## config.mk

```make
export PLATFORM = sky130hd
export DESIGN_NAME = decode_stage_flat
export DESIGN_NICKNAME = d
export VERILOG_FILES = /design/src/rtl/decode_stage_if.sv /design/src/rtl/decode_stage.sv /design/src/flat_wrapper.sv
export SDC_FILE = /design/constraint.sdc
export NUM_CORES = 1
export LEC_CHECK = 0
export BUFFER_PORTS_ARGS = -buffer_cell sky130_fd_sc_hd__buf_2
export CAP_MARGIN = 10
export CELL_PAD_IN_SITES_DETAIL_PLACEMENT = 1
export CELL_PAD_IN_SITES_GLOBAL_PLACEMENT = 1
export CORE_MARGIN = 2
export CORE_UTILIZATION = 42
export DETAILED_ROUTE_END_ITERATION = 16
export PLACE_DENSITY_LB_ADDON = 0.15
export SLEW_MARGIN = 10
export SYNTH_ARGS = -nofsm -noshare
export SYNTH_HDL_FRONTEND = slang
export SYNTH_SLANG_ARGS = --single-unit
```

## constraint.sdc

```tcl
create_clock -name clk -period 2.35 [get_ports clk]
set_clock_uncertainty 0.05 [all_clocks]
set_input_delay 0.1175 -clock clk [delete_from_list [all_inputs] [get_ports clk]]
set_output_delay 0.1175 -clock clk [all_outputs]
set_load 0.05 [all_outputs]
```

## src/rtl/decode_stage_if.sv

```systemverilog
// Handshake and decoded-bundle bus for the RV32I decode stage.
// The master side feeds instructions and consumes decoded entries; the
// slave side is the decode stage itself.
interface decode_stage_if #(
  parameter int XLEN  = 32,
  parameter int CNT_W = 16
);
  logic             in_valid;
  logic             in_ready;
  logic [31:0]      in_instr;
  logic [XLEN-1:0]  in_pc;

  logic             out_valid;
  logic             out_ready;
  logic [XLEN-1:0]  out_pc;
  logic [4:0]       out_rs1;
  logic [4:0]       out_rs2;
  logic [4:0]       out_rd;
  logic [XLEN-1:0]  out_imm;
  logic [3:0]       out_alu_op;
  logic [5:0]       out_cu_op;
  logic             out_reg_write;
  logic             out_mem_write;
  logic             out_mem_read;
  logic             out_alu_src;
  logic             out_illegal;

  logic [CNT_W-1:0] stat_decoded;
  logic [CNT_W-1:0] stat_illegal;

  modport master (
    output in_valid, in_instr, in_pc, out_ready,
    input  in_ready, out_valid, out_pc, out_rs1, out_rs2, out_rd, out_imm,
           out_alu_op, out_cu_op, out_reg_write, out_mem_write, out_mem_read,
           out_alu_src, out_illegal, stat_decoded, stat_illegal
  );

  modport slave (
    input  in_valid, in_instr, in_pc, out_ready,
    output in_ready, out_valid, out_pc, out_rs1, out_rs2, out_rd, out_imm,
           out_alu_op, out_cu_op, out_reg_write, out_mem_write, out_mem_read,
           out_alu_src, out_illegal, stat_decoded, stat_illegal
  );
endinterface

```

## src/rtl/decode_stage.sv

```systemverilog
// RV32I decode stage: combinational decode of the incoming instruction into
// a control bundle, held in a two-entry buffer (output register + skid
// register) so the upstream ready depends only on local state. Illegal
// encodings are still handed downstream as a zeroed ERROR entry.
module decode_stage #(
  parameter int XLEN  = 32,
  parameter int CNT_W = 16
) (
  input  logic           clk,
  input  logic           nRst,
  input  logic           flush,
  decode_stage_if.slave  bus
);

  localparam logic [6:0] OPC_LUI    = 7'b0110111;
  localparam logic [6:0] OPC_AUIPC  = 7'b0010111;
  localparam logic [6:0] OPC_JAL    = 7'b1101111;
  localparam logic [6:0] OPC_JALR   = 7'b1100111;
  localparam logic [6:0] OPC_BRANCH = 7'b1100011;
  localparam logic [6:0] OPC_LOAD   = 7'b0000011;
  localparam logic [6:0] OPC_STORE  = 7'b0100011;
  localparam logic [6:0] OPC_OPIMM  = 7'b0010011;
  localparam logic [6:0] OPC_OP     = 7'b0110011;

  localparam logic [6:0] F7_BASE    = 7'b0000000;
  localparam logic [6:0] F7_ALT     = 7'b0100000;

  typedef enum logic [3:0] {
    ALU_ADD, ALU_SUB, ALU_OR, ALU_XOR, ALU_AND,
    ALU_SLL, ALU_SRA, ALU_SLTU, ALU_SLT, ALU_SRL
  } alu_op_e;

  typedef enum logic [5:0] {
    CU_LUI, CU_AUIPC, CU_JAL, CU_JALR,
    CU_BEQ, CU_BNE, CU_BLT, CU_BGE, CU_BLTU, CU_BGEU,
    CU_LB, CU_LH, CU_LW, CU_LBU, CU_LHU,
    CU_SB, CU_SH, CU_SW,
    CU_ADDI, CU_SLTI, CU_SLTIU, CU_XORI, CU_ORI, CU_ANDI,
    CU_SLLI, CU_SRLI, CU_SRAI,
    CU_ADD, CU_SUB, CU_SLL, CU_SLT, CU_SLTU, CU_XOR, CU_SRL, CU_SRA,
    CU_OR, CU_AND, CU_ERROR
  } cu_op_e;

  typedef struct packed {
    logic [XLEN-1:0] pc;
    logic [4:0]      rs1;
    logic [4:0]      rs2;
    logic [4:0]      rd;
    logic [XLEN-1:0] imm;
    logic [3:0]      alu_op;
    logic [5:0]      cu_op;
    logic            reg_write;
    logic            mem_write;
    logic            mem_read;
    logic            alu_src;
    logic            illegal;
  } dec_t;

  logic [6:0]      w_opcode;
  logic [2:0]      w_funct3;
  logic [6:0]      w_funct7;
  logic [4:0]      w_rs1;
  logic [4:0]      w_rs2;
  logic [4:0]      w_rd;
  logic [XLEN-1:0] w_imm_i;
  logic [XLEN-1:0] w_imm_s;
  logic [XLEN-1:0] w_imm_b;
  logic [XLEN-1:0] w_imm_u;
  logic [XLEN-1:0] w_imm_j;
  logic [XLEN-1:0] w_imm_sh;
  logic            w_r_funct7_ok;
  logic            w_sr_funct7_ok;
  logic            w_illegal;
  dec_t            w_dec;

  dec_t            r_out;
  dec_t            r_skid;
  logic            r_out_valid;
  logic            r_skid_valid;
  logic [CNT_W-1:0] r_stat_decoded;
  logic [CNT_W-1:0] r_stat_illegal;

  logic            w_accept;
  logic            w_out_fire;

  assign w_opcode = bus.in_instr[6:0];
  assign w_rd     = bus.in_instr[11:7];
  assign w_funct3 = bus.in_instr[14:12];
  assign w_rs1    = bus.in_instr[19:15];
  assign w_rs2    = bus.in_instr[24:20];
  assign w_funct7 = bus.in_instr[31:25];

  // Signed casts sign-extend each immediate to the full datapath width.
  assign w_imm_i  = XLEN'($signed(bus.in_instr[31:20]));
  assign w_imm_s  = XLEN'($signed({bus.in_instr[31:25], bus.in_instr[11:7]}));
  assign w_imm_b  = XLEN'($signed({bus.in_instr[31], bus.in_instr[7],
                                   bus.in_instr[30:25], bus.in_instr[11:8], 1'b0}));
  assign w_imm_u  = XLEN'($signed({bus.in_instr[31:12], 12'h000}));
  assign w_imm_j  = XLEN'($signed({bus.in_instr[31], bus.in_instr[19:12],
                                   bus.in_instr[20], bus.in_instr[30:21], 1'b0}));
  assign w_imm_sh = XLEN'(bus.in_instr[24:20]);

  // The alternate funct7 only exists for SUB and SRA/SRAI.
  assign w_r_funct7_ok  = (w_funct7 == F7_BASE) ||
                          ((w_funct7 == F7_ALT) && ((w_funct3 == 3'b000) || (w_funct3 == 3'b101)));
  assign w_sr_funct7_ok = (w_funct7 == F7_BASE) || (w_funct7 == F7_ALT);

  // Decode the incoming instruction into a control bundle.
  always_comb begin
    w_dec     = '0;
    w_illegal = 1'b0;
    w_dec.pc  = bus.in_pc;
    case (w_opcode)
      OPC_LUI: begin
        w_dec.cu_op     = CU_LUI;
        w_dec.rd        = w_rd;
        w_dec.imm       = w_imm_u;
        w_dec.reg_write = 1'b1;
      end
      OPC_AUIPC: begin
        w_dec.cu_op     = CU_AUIPC;
        w_dec.rd        = w_rd;
        w_dec.imm       = w_imm_u;
        w_dec.reg_write = 1'b1;
      end
      OPC_JAL: begin
        w_dec.cu_op     = CU_JAL;
        w_dec.rd        = w_rd;
        w_dec.imm       = w_imm_j;
        w_dec.reg_write = 1'b1;
      end
      OPC_JALR: begin
        w_dec.cu_op     = CU_JALR;
        w_dec.rs1       = w_rs1;
        w_dec.rd        = w_rd;
        w_dec.imm       = w_imm_i;
        w_dec.reg_write = 1'b1;
        w_dec.alu_src   = 1'b1;
        w_illegal       = (w_funct3 != 3'b000);
      end
      OPC_BRANCH: begin
        w_dec.rs1    = w_rs1;
        w_dec.rs2    = w_rs2;
        w_dec.imm    = w_imm_b;
        w_dec.alu_op = ALU_SUB;
        case (w_funct3)
          3'b000:  w_dec.cu_op = CU_BEQ;
          3'b001:  w_dec.cu_op = CU_BNE;
          3'b100:  w_dec.cu_op = CU_BLT;
          3'b101:  w_dec.cu_op = CU_BGE;
          3'b110:  w_dec.cu_op = CU_BLTU;
          3'b111:  w_dec.cu_op = CU_BGEU;
          default: w_illegal   = 1'b1;
        endcase
      end
      OPC_LOAD: begin
        w_dec.rs1       = w_rs1;
        w_dec.rd        = w_rd;
        w_dec.imm       = w_imm_i;
        w_dec.reg_write = 1'b1;
        w_dec.alu_src   = 1'b1;
        w_dec.mem_read  = 1'b1;
        case (w_funct3)
          3'b000:  w_dec.cu_op = CU_LB;
          3'b001:  w_dec.cu_op = CU_LH;
          3'b010:  w_dec.cu_op = CU_LW;
          3'b100:  w_dec.cu_op = CU_LBU;
          3'b101:  w_dec.cu_op = CU_LHU;
          default: w_illegal   = 1'b1;
        endcase
      end
      OPC_STORE: begin
        w_dec.rs1       = w_rs1;
        w_dec.rs2       = w_rs2;
        w_dec.imm       = w_imm_s;
        w_dec.alu_src   = 1'b1;
        w_dec.mem_write = 1'b1;
        case (w_funct3)
          3'b000:  w_dec.cu_op = CU_SB;
          3'b001:  w_dec.cu_op = CU_SH;
          3'b010:  w_dec.cu_op = CU_SW;
          default: w_illegal   = 1'b1;
        endcase
      end
      OPC_OPIMM: begin
        w_dec.rs1       = w_rs1;
        w_dec.rd        = w_rd;
        w_dec.imm       = w_imm_i;
        w_dec.reg_write = 1'b1;
        w_dec.alu_src   = 1'b1;
        case (w_funct3)
          3'b000: begin w_dec.cu_op = CU_ADDI;  w_dec.alu_op = ALU_ADD;  end
          3'b010: begin w_dec.cu_op = CU_SLTI;  w_dec.alu_op = ALU_SLT;  end
          3'b011: begin w_dec.cu_op = CU_SLTIU; w_dec.alu_op = ALU_SLTU; end
          3'b100: begin w_dec.cu_op = CU_XORI;  w_dec.alu_op = ALU_XOR;  end
          3'b110: begin w_dec.cu_op = CU_ORI;   w_dec.alu_op = ALU_OR;   end
          3'b111: begin w_dec.cu_op = CU_ANDI;  w_dec.alu_op = ALU_AND;  end
          3'b001: begin
            w_dec.cu_op  = CU_SLLI;
            w_dec.alu_op = ALU_SLL;
            w_dec.imm    = w_imm_sh;
            w_illegal    = (w_funct7 != F7_BASE);
          end
          default: begin
            w_dec.imm = w_imm_sh;
            w_illegal = !w_sr_funct7_ok;
            if (bus.in_instr[30]) begin
              w_dec.cu_op  = CU_SRAI;
              w_dec.alu_op = ALU_SRA;
            end else begin
              w_dec.cu_op  = CU_SRLI;
              w_dec.alu_op = ALU_SRL;
            end
          end
        endcase
      end
      OPC_OP: begin
        w_dec.rs1       = w_rs1;
        w_dec.rs2       = w_rs2;
        w_dec.rd        = w_rd;
        w_dec.reg_write = 1'b1;
        w_illegal       = !w_r_funct7_ok;
        case (w_funct3)
          3'b000: begin
            if (bus.in_instr[30]) begin
              w_dec.cu_op  = CU_SUB;
              w_dec.alu_op = ALU_SUB;
            end else begin
              w_dec.cu_op  = CU_ADD;
              w_dec.alu_op = ALU_ADD;
            end
          end
          3'b001: begin w_dec.cu_op = CU_SLL;  w_dec.alu_op = ALU_SLL;  end
          3'b010: begin w_dec.cu_op = CU_SLT;  w_dec.alu_op = ALU_SLT;  end
          3'b011: begin w_dec.cu_op = CU_SLTU; w_dec.alu_op = ALU_SLTU; end
          3'b100: begin w_dec.cu_op = CU_XOR;  w_dec.alu_op = ALU_XOR;  end
          3'b110: begin w_dec.cu_op = CU_OR;   w_dec.alu_op = ALU_OR;   end
          3'b111: begin w_dec.cu_op = CU_AND;  w_dec.alu_op = ALU_AND;  end
          default: begin
            if (bus.in_instr[30]) begin
              w_dec.cu_op  = CU_SRA;
              w_dec.alu_op = ALU_SRA;
            end else begin
              w_dec.cu_op  = CU_SRL;
              w_dec.alu_op = ALU_SRL;
            end
          end
        endcase
      end
      default: w_illegal = 1'b1;
    endcase

    // Illegal entries travel downstream with everything but pc zeroed.
    if (w_illegal) begin
      w_dec         = '0;
      w_dec.pc      = bus.in_pc;
      w_dec.cu_op   = CU_ERROR;
      w_dec.illegal = 1'b1;
    end else if (w_dec.rd == 5'd0) begin
      w_dec.reg_write = 1'b0;
    end
  end

  // The skid register only fills while the output is stalled, so "skid
  // empty" is the same as "buffer has room".
  assign w_accept   = bus.in_valid & ~r_skid_valid;
  assign w_out_fire = r_out_valid & bus.out_ready;

  // Two-entry buffer: the skid entry refills the output ahead of new input.
  always_ff @(posedge clk or negedge nRst) begin
    if (!nRst) begin
      r_out_valid  <= 1'b0;
      r_skid_valid <= 1'b0;
      r_out        <= '0;
      r_skid       <= '0;
    end else if (flush) begin
      r_out_valid  <= 1'b0;
      r_skid_valid <= 1'b0;
    end else if (!r_out_valid || bus.out_ready) begin
      if (r_skid_valid) begin
        r_out        <= r_skid;
        r_out_valid  <= 1'b1;
        r_skid_valid <= 1'b0;
      end else if (w_accept) begin
        r_out       <= w_dec;
        r_out_valid <= 1'b1;
      end else begin
        r_out_valid <= 1'b0;
      end
    end else if (w_accept) begin
      r_skid       <= w_dec;
      r_skid_valid <= 1'b1;
    end
  end

  // Saturating handshake counters; flush leaves them alone.
  always_ff @(posedge clk or negedge nRst) begin
    if (!nRst) begin
      r_stat_decoded <= '0;
      r_stat_illegal <= '0;
    end else if (w_out_fire) begin
      if (r_stat_decoded != '1) begin
        r_stat_decoded <= r_stat_decoded + CNT_W'(1);
      end
      if (r_out.illegal && (r_stat_illegal != '1)) begin
        r_stat_illegal <= r_stat_illegal + CNT_W'(1);
      end
    end
  end

  assign bus.in_ready      = ~r_skid_valid;
  assign bus.out_valid     = r_out_valid;
  assign bus.out_pc        = r_out.pc;
  assign bus.out_rs1       = r_out.rs1;
  assign bus.out_rs2       = r_out.rs2;
  assign bus.out_rd        = r_out.rd;
  assign bus.out_imm       = r_out.imm;
  assign bus.out_alu_op    = r_out.alu_op;
  assign bus.out_cu_op     = r_out.cu_op;
  assign bus.out_reg_write = r_out.reg_write;
  assign bus.out_mem_write = r_out.mem_write;
  assign bus.out_mem_read  = r_out.mem_read;
  assign bus.out_alu_src   = r_out.alu_src;
  assign bus.out_illegal   = r_out.illegal;
  assign bus.stat_decoded  = r_stat_decoded;
  assign bus.stat_illegal  = r_stat_illegal;

endmodule

```

## src/flat_wrapper.sv

```systemverilog
// flat-port wrapper written by rule: the top's interface ports become plain ports
module decode_stage_flat 
#(
  parameter int XLEN  = 32,
  parameter int CNT_W = 16
)
  (clk, nRst, flush, bus_in_valid, bus_in_instr, bus_in_pc, bus_out_ready, bus_in_ready, bus_out_valid, bus_out_pc, bus_out_rs1, bus_out_rs2, bus_out_rd, bus_out_imm, bus_out_alu_op, bus_out_cu_op, bus_out_reg_write, bus_out_mem_write, bus_out_mem_read, bus_out_alu_src, bus_out_illegal, bus_stat_decoded, bus_stat_illegal);
  decode_stage_if #(.XLEN(XLEN), .CNT_W(CNT_W)) bus_i ();
  input  logic clk;
  input  logic nRst;
  input  logic flush;
  input wire logic [$bits(bus_i.in_valid)-1:0] bus_in_valid;
  input wire logic [$bits(bus_i.in_instr)-1:0] bus_in_instr;
  input wire logic [$bits(bus_i.in_pc)-1:0] bus_in_pc;
  input wire logic [$bits(bus_i.out_ready)-1:0] bus_out_ready;
  output wire logic [$bits(bus_i.in_ready)-1:0] bus_in_ready;
  output wire logic [$bits(bus_i.out_valid)-1:0] bus_out_valid;
  output wire logic [$bits(bus_i.out_pc)-1:0] bus_out_pc;
  output wire logic [$bits(bus_i.out_rs1)-1:0] bus_out_rs1;
  output wire logic [$bits(bus_i.out_rs2)-1:0] bus_out_rs2;
  output wire logic [$bits(bus_i.out_rd)-1:0] bus_out_rd;
  output wire logic [$bits(bus_i.out_imm)-1:0] bus_out_imm;
  output wire logic [$bits(bus_i.out_alu_op)-1:0] bus_out_alu_op;
  output wire logic [$bits(bus_i.out_cu_op)-1:0] bus_out_cu_op;
  output wire logic [$bits(bus_i.out_reg_write)-1:0] bus_out_reg_write;
  output wire logic [$bits(bus_i.out_mem_write)-1:0] bus_out_mem_write;
  output wire logic [$bits(bus_i.out_mem_read)-1:0] bus_out_mem_read;
  output wire logic [$bits(bus_i.out_alu_src)-1:0] bus_out_alu_src;
  output wire logic [$bits(bus_i.out_illegal)-1:0] bus_out_illegal;
  output wire logic [$bits(bus_i.stat_decoded)-1:0] bus_stat_decoded;
  output wire logic [$bits(bus_i.stat_illegal)-1:0] bus_stat_illegal;
  assign bus_i.in_valid = bus_in_valid;
  assign bus_i.in_instr = bus_in_instr;
  assign bus_i.in_pc = bus_in_pc;
  assign bus_i.out_ready = bus_out_ready;
  assign bus_in_ready = bus_i.in_ready;
  assign bus_out_valid = bus_i.out_valid;
  assign bus_out_pc = bus_i.out_pc;
  assign bus_out_rs1 = bus_i.out_rs1;
  assign bus_out_rs2 = bus_i.out_rs2;
  assign bus_out_rd = bus_i.out_rd;
  assign bus_out_imm = bus_i.out_imm;
  assign bus_out_alu_op = bus_i.out_alu_op;
  assign bus_out_cu_op = bus_i.out_cu_op;
  assign bus_out_reg_write = bus_i.out_reg_write;
  assign bus_out_mem_write = bus_i.out_mem_write;
  assign bus_out_mem_read = bus_i.out_mem_read;
  assign bus_out_alu_src = bus_i.out_alu_src;
  assign bus_out_illegal = bus_i.out_illegal;
  assign bus_stat_decoded = bus_i.stat_decoded;
  assign bus_stat_illegal = bus_i.stat_illegal;
  decode_stage #(.XLEN(XLEN), .CNT_W(CNT_W)) u_core (.clk(clk), .nRst(nRst), .flush(flush), .bus(bus_i));
endmodule
```

==> key figures <==
Outcome
  • Status: completed

Clocking
  • # H-tree levels: 1
  • Clock Latency Late Sink: 540 ps
  • Clock slew at reported path FFs: 60 ps
  • CTS sink cnt: 222
  • Total CTS buffers: 26
  • Clock root buffer: clkbuf_16
  • CTS Buffer Depth: 3
  • TritonCTS clock tree: yes

Setup path
  • Most used cell, CP: or3_1
  • WP data arrival: 2740 ps
  • Endpoint class of the critical path: flop
  • Worst-path cell chain: dlygate4sd3_1 > buf_2 > nor4_4 > buf_4 > a2111o_1 > nand3_2 > or3_1 > or3_1 > o21ai_1
  • Crit-path slowest cell: or3_1
  • Slowest stage delay, CP: 570 ps
  • Crit path launch type: primary input
  • CP required: 2760 ps
  • CP Max Fanout: 7
  • Worst Path Buf+Inv: 3
  • Delay-heaviest family, CP: simple AND/OR/NAND/NOR gates
  • WS Path Type: in -> reg

Synthesis
  • Main synth FF type: dfrtp_1
  • Sequential share of the synthesized area: 0.5299
  • Cell variety after synth: 73
  • Async set-reset flop share out of synthesis: 1.000
  • Yosys reg bits: 222
  • Synth Cell Area: 0.01048 sq mm
  • Cells after Synth: 1,107
  • List of most frequent post-synthesis cells: dfrtp_1, nand2_1, o21ai_0
  • Mapped Avg Cell Area: 9.470 sq um
  • Synth top area cells: dfrtp_1, nand2_1, o21ai_0, a21oi_1, mux2i_1
  • Number of flops mapped to enable cells by yosys: 0
  • Area leader, netlist: dfrtp_1
  • Count leader, synth: dfrtp_1
  • Synth Warn #: 0
  • Syn Nets: 1,178
  • Yosys top cell area share: 0.5299

Final layout
  • Layout area overhead: 29.81%
  • Fin util: 0.5580
  • Nets: 1,447
  • Layout cell share with drive strength beyond 1: 0.2347
  • Fin cells: 1,714

Die
  • Die Wd: 162.0 um
  • Die area: 0.02624 sq mm
  • Core area: 0.02439 sq mm
  • IO Count: 197
  • Core Rows: 57
  • Die Y-Extent: 162.0 um
  • Initial Utilization: 0.4298

Detailed routing
  • Via density: 5.578
  • Post-DR wirelength/cell: 20.10 um
  • Detailed-route via count: 9,561
  • Final ANT Viol Nets: 0
  • DRT iter0 DRCs: 561
  • Drt total wl: 34.45 mm
  • Drt pass-1 iters: 5
  • Remaining DRCs: 0

GRT
  • Gr usage total: 0.2624
  • Global-route wire length before repair: 55.57 mm
  • GRT Residual Overflow: 0
  • Antenna violations before repair: 1
  • Largest net degree at the start of global routing: 67
  • Vias in the first global route: 10,140

STA
  • Worst relative slew slack: 0.5613
  • Fmax: 429.2 MHz
  • Max-slew violations: 0
  • Final Hold Fails: 0
  • Period utilisation layout: 0.9915
  • Final setup fails: 0
  • Final Hold Slack: 1.989 ps
  • Fin Setup TNS: 0 ps
  • Fin crit period: 2330 ps
  • RSZ-0062 raised after global routing: no
  • Worst-Margin Slew: 658.1 ps

Min path
  • Worst hold-check path type: in -> reg

Place
  • HPWL after DPL: 22.45 mm
  • Placer Congestion: 0.9023
  • Port bufs: 196
  • Post-Place Cells: 1,613

Pwr
  • Leakage: 6.443 nW
  • Total Power: 11.00 mW
  • PD cells: 808.6 mW/mm^2
  • VDD IR max: 0.0005060 V

Flow run
  • Max-cap viol count: 0
==> layer usage <==
metal / wire length, um / share of wire / track usage / vias up
met3: 1671 / 0.048 / 0.03907 / 61
met1: 15030 / 0.44 / 0.3473 / 4793
met4: 930 / 0.027 / 0.08447 / 0
li1: - / - / - / 4447
met5: 0 / 0 / 0 / -
met2: 16820 / 0.49 / 0.4453 / 260
==> tightest hold or removal path, delay by kind of cell <==
family,cells,cell delay (ps)
AO/OA/AOI/OAI,2,300
buffers and inverters,1,120
==> registers in the layout, summed over array words and instances (netlist names), 4 cells and up <==
signal and flops:
u_core.bus.out_rd 5, u_core.bus.out_imm 32, u_core.bus.out_cu_op 6, u_core.bus.out_rs2 5
u_core.bus.stat_illegal 16, u_core.bus.out_pc 32, u_core.bus.out_rs1 5, u_core.r_skid 94
u_core.bus.stat_decoded 16, u_core.bus.out_alu_op 4
==> what timing repair did <==
item | in CTS | in global routing
endpoints found under the hold margin | 358 | 0
setup endpoints to repair | 0 | 30
gates resized for setup | 0 | 3
buffers inserted | 0 | 0
hold buffers | 59 | 0
==> area by class of cell <==
type	count	area (sq um)
fillers	2812	10780
flip-flops and latches	222	5560
multi-input cells	795	4607
repair buffers	319	2162
clock buffers	36	738.2
well taps	324	405.4
clock inverters	5	88.84
inverters	12	45.04
diodes	1	2.502
==> where the power goes <==
| group | total, mW | internal [mW] | switching [mW] |
|---|---|---|---|
| Clock | 3.99 | 2.38 | 1.60 |
| Combinational | 2.47 | 0.689 | 1.79 |
| Sequential | 4.54 | 4.25 | 0.293 |
==> per-stage QoR <==
stage	setup slack [ps]	cell area [sq um]
finish	20.06	13610
CTS	15.51	13590
floorplan	101.3	10490
detailed placement	11.96	12170
global route	3.808	13610
global placement	70.47	12170
==> final timing paths <==
path | start | endpoint | depth (start not counted) | slack (ps)
min in group asynchronous | nRst | u_core.bus.stat_illegal[0] | 2 | 80
max reg2reg | u_core.bus.out_valid | u_core.bus.out_alu_op[2] | 6 | 100
max in group asynchronous | nRst | u_core.bus.out_imm[6] | 3 | 1500
max | bus_in_instr[26] | u_core.r_skid[14] | 9 | 20
min reg2reg | u_core.r_skid[79] | u_core.r_skid[79] | 2 | 420
min | bus_in_instr[2] | u_core.bus.out_cu_op[1] | 3 | 2
==> cell usage in the layout (no fill, tap or decap), types with 20 or more instances in the layout <==
master / Yosys / final
dfrtp_1: 222 / 220
nand2_1: 213 / 212
buf_2: 8 / 195
o21ai_0: 83 / 83
a21oi_1: 71 / 71
nor2_1: 69 / 69
dlygate4sd3_1: 0 / 59
buf_4: 1 / 56
o22ai_1: 37 / 37
mux2i_1: 33 / 33
and3_1: 29 / 29
clkbuf_16: 0 / 26
nand3_1: 24 / 24
a22o_1: 24 / 24
xnor2_1: 22 / 22
a21o_1: 20 / 20
==> logic make-up after synthesis <==
group	Yosys count	share of synthesized area
flip-flops	222	0.5299
buffers and inverters	90	0.03425
AO/OA/AOI/OAI	296	0.1784
AND/OR/NAND/NOR	428	0.1925
adder cells (fa/ha/maj)	2	0.002387
XOR/XNOR	32	0.02673
multiplexers	37	0.03580
(Power assumes the default switching activity.)
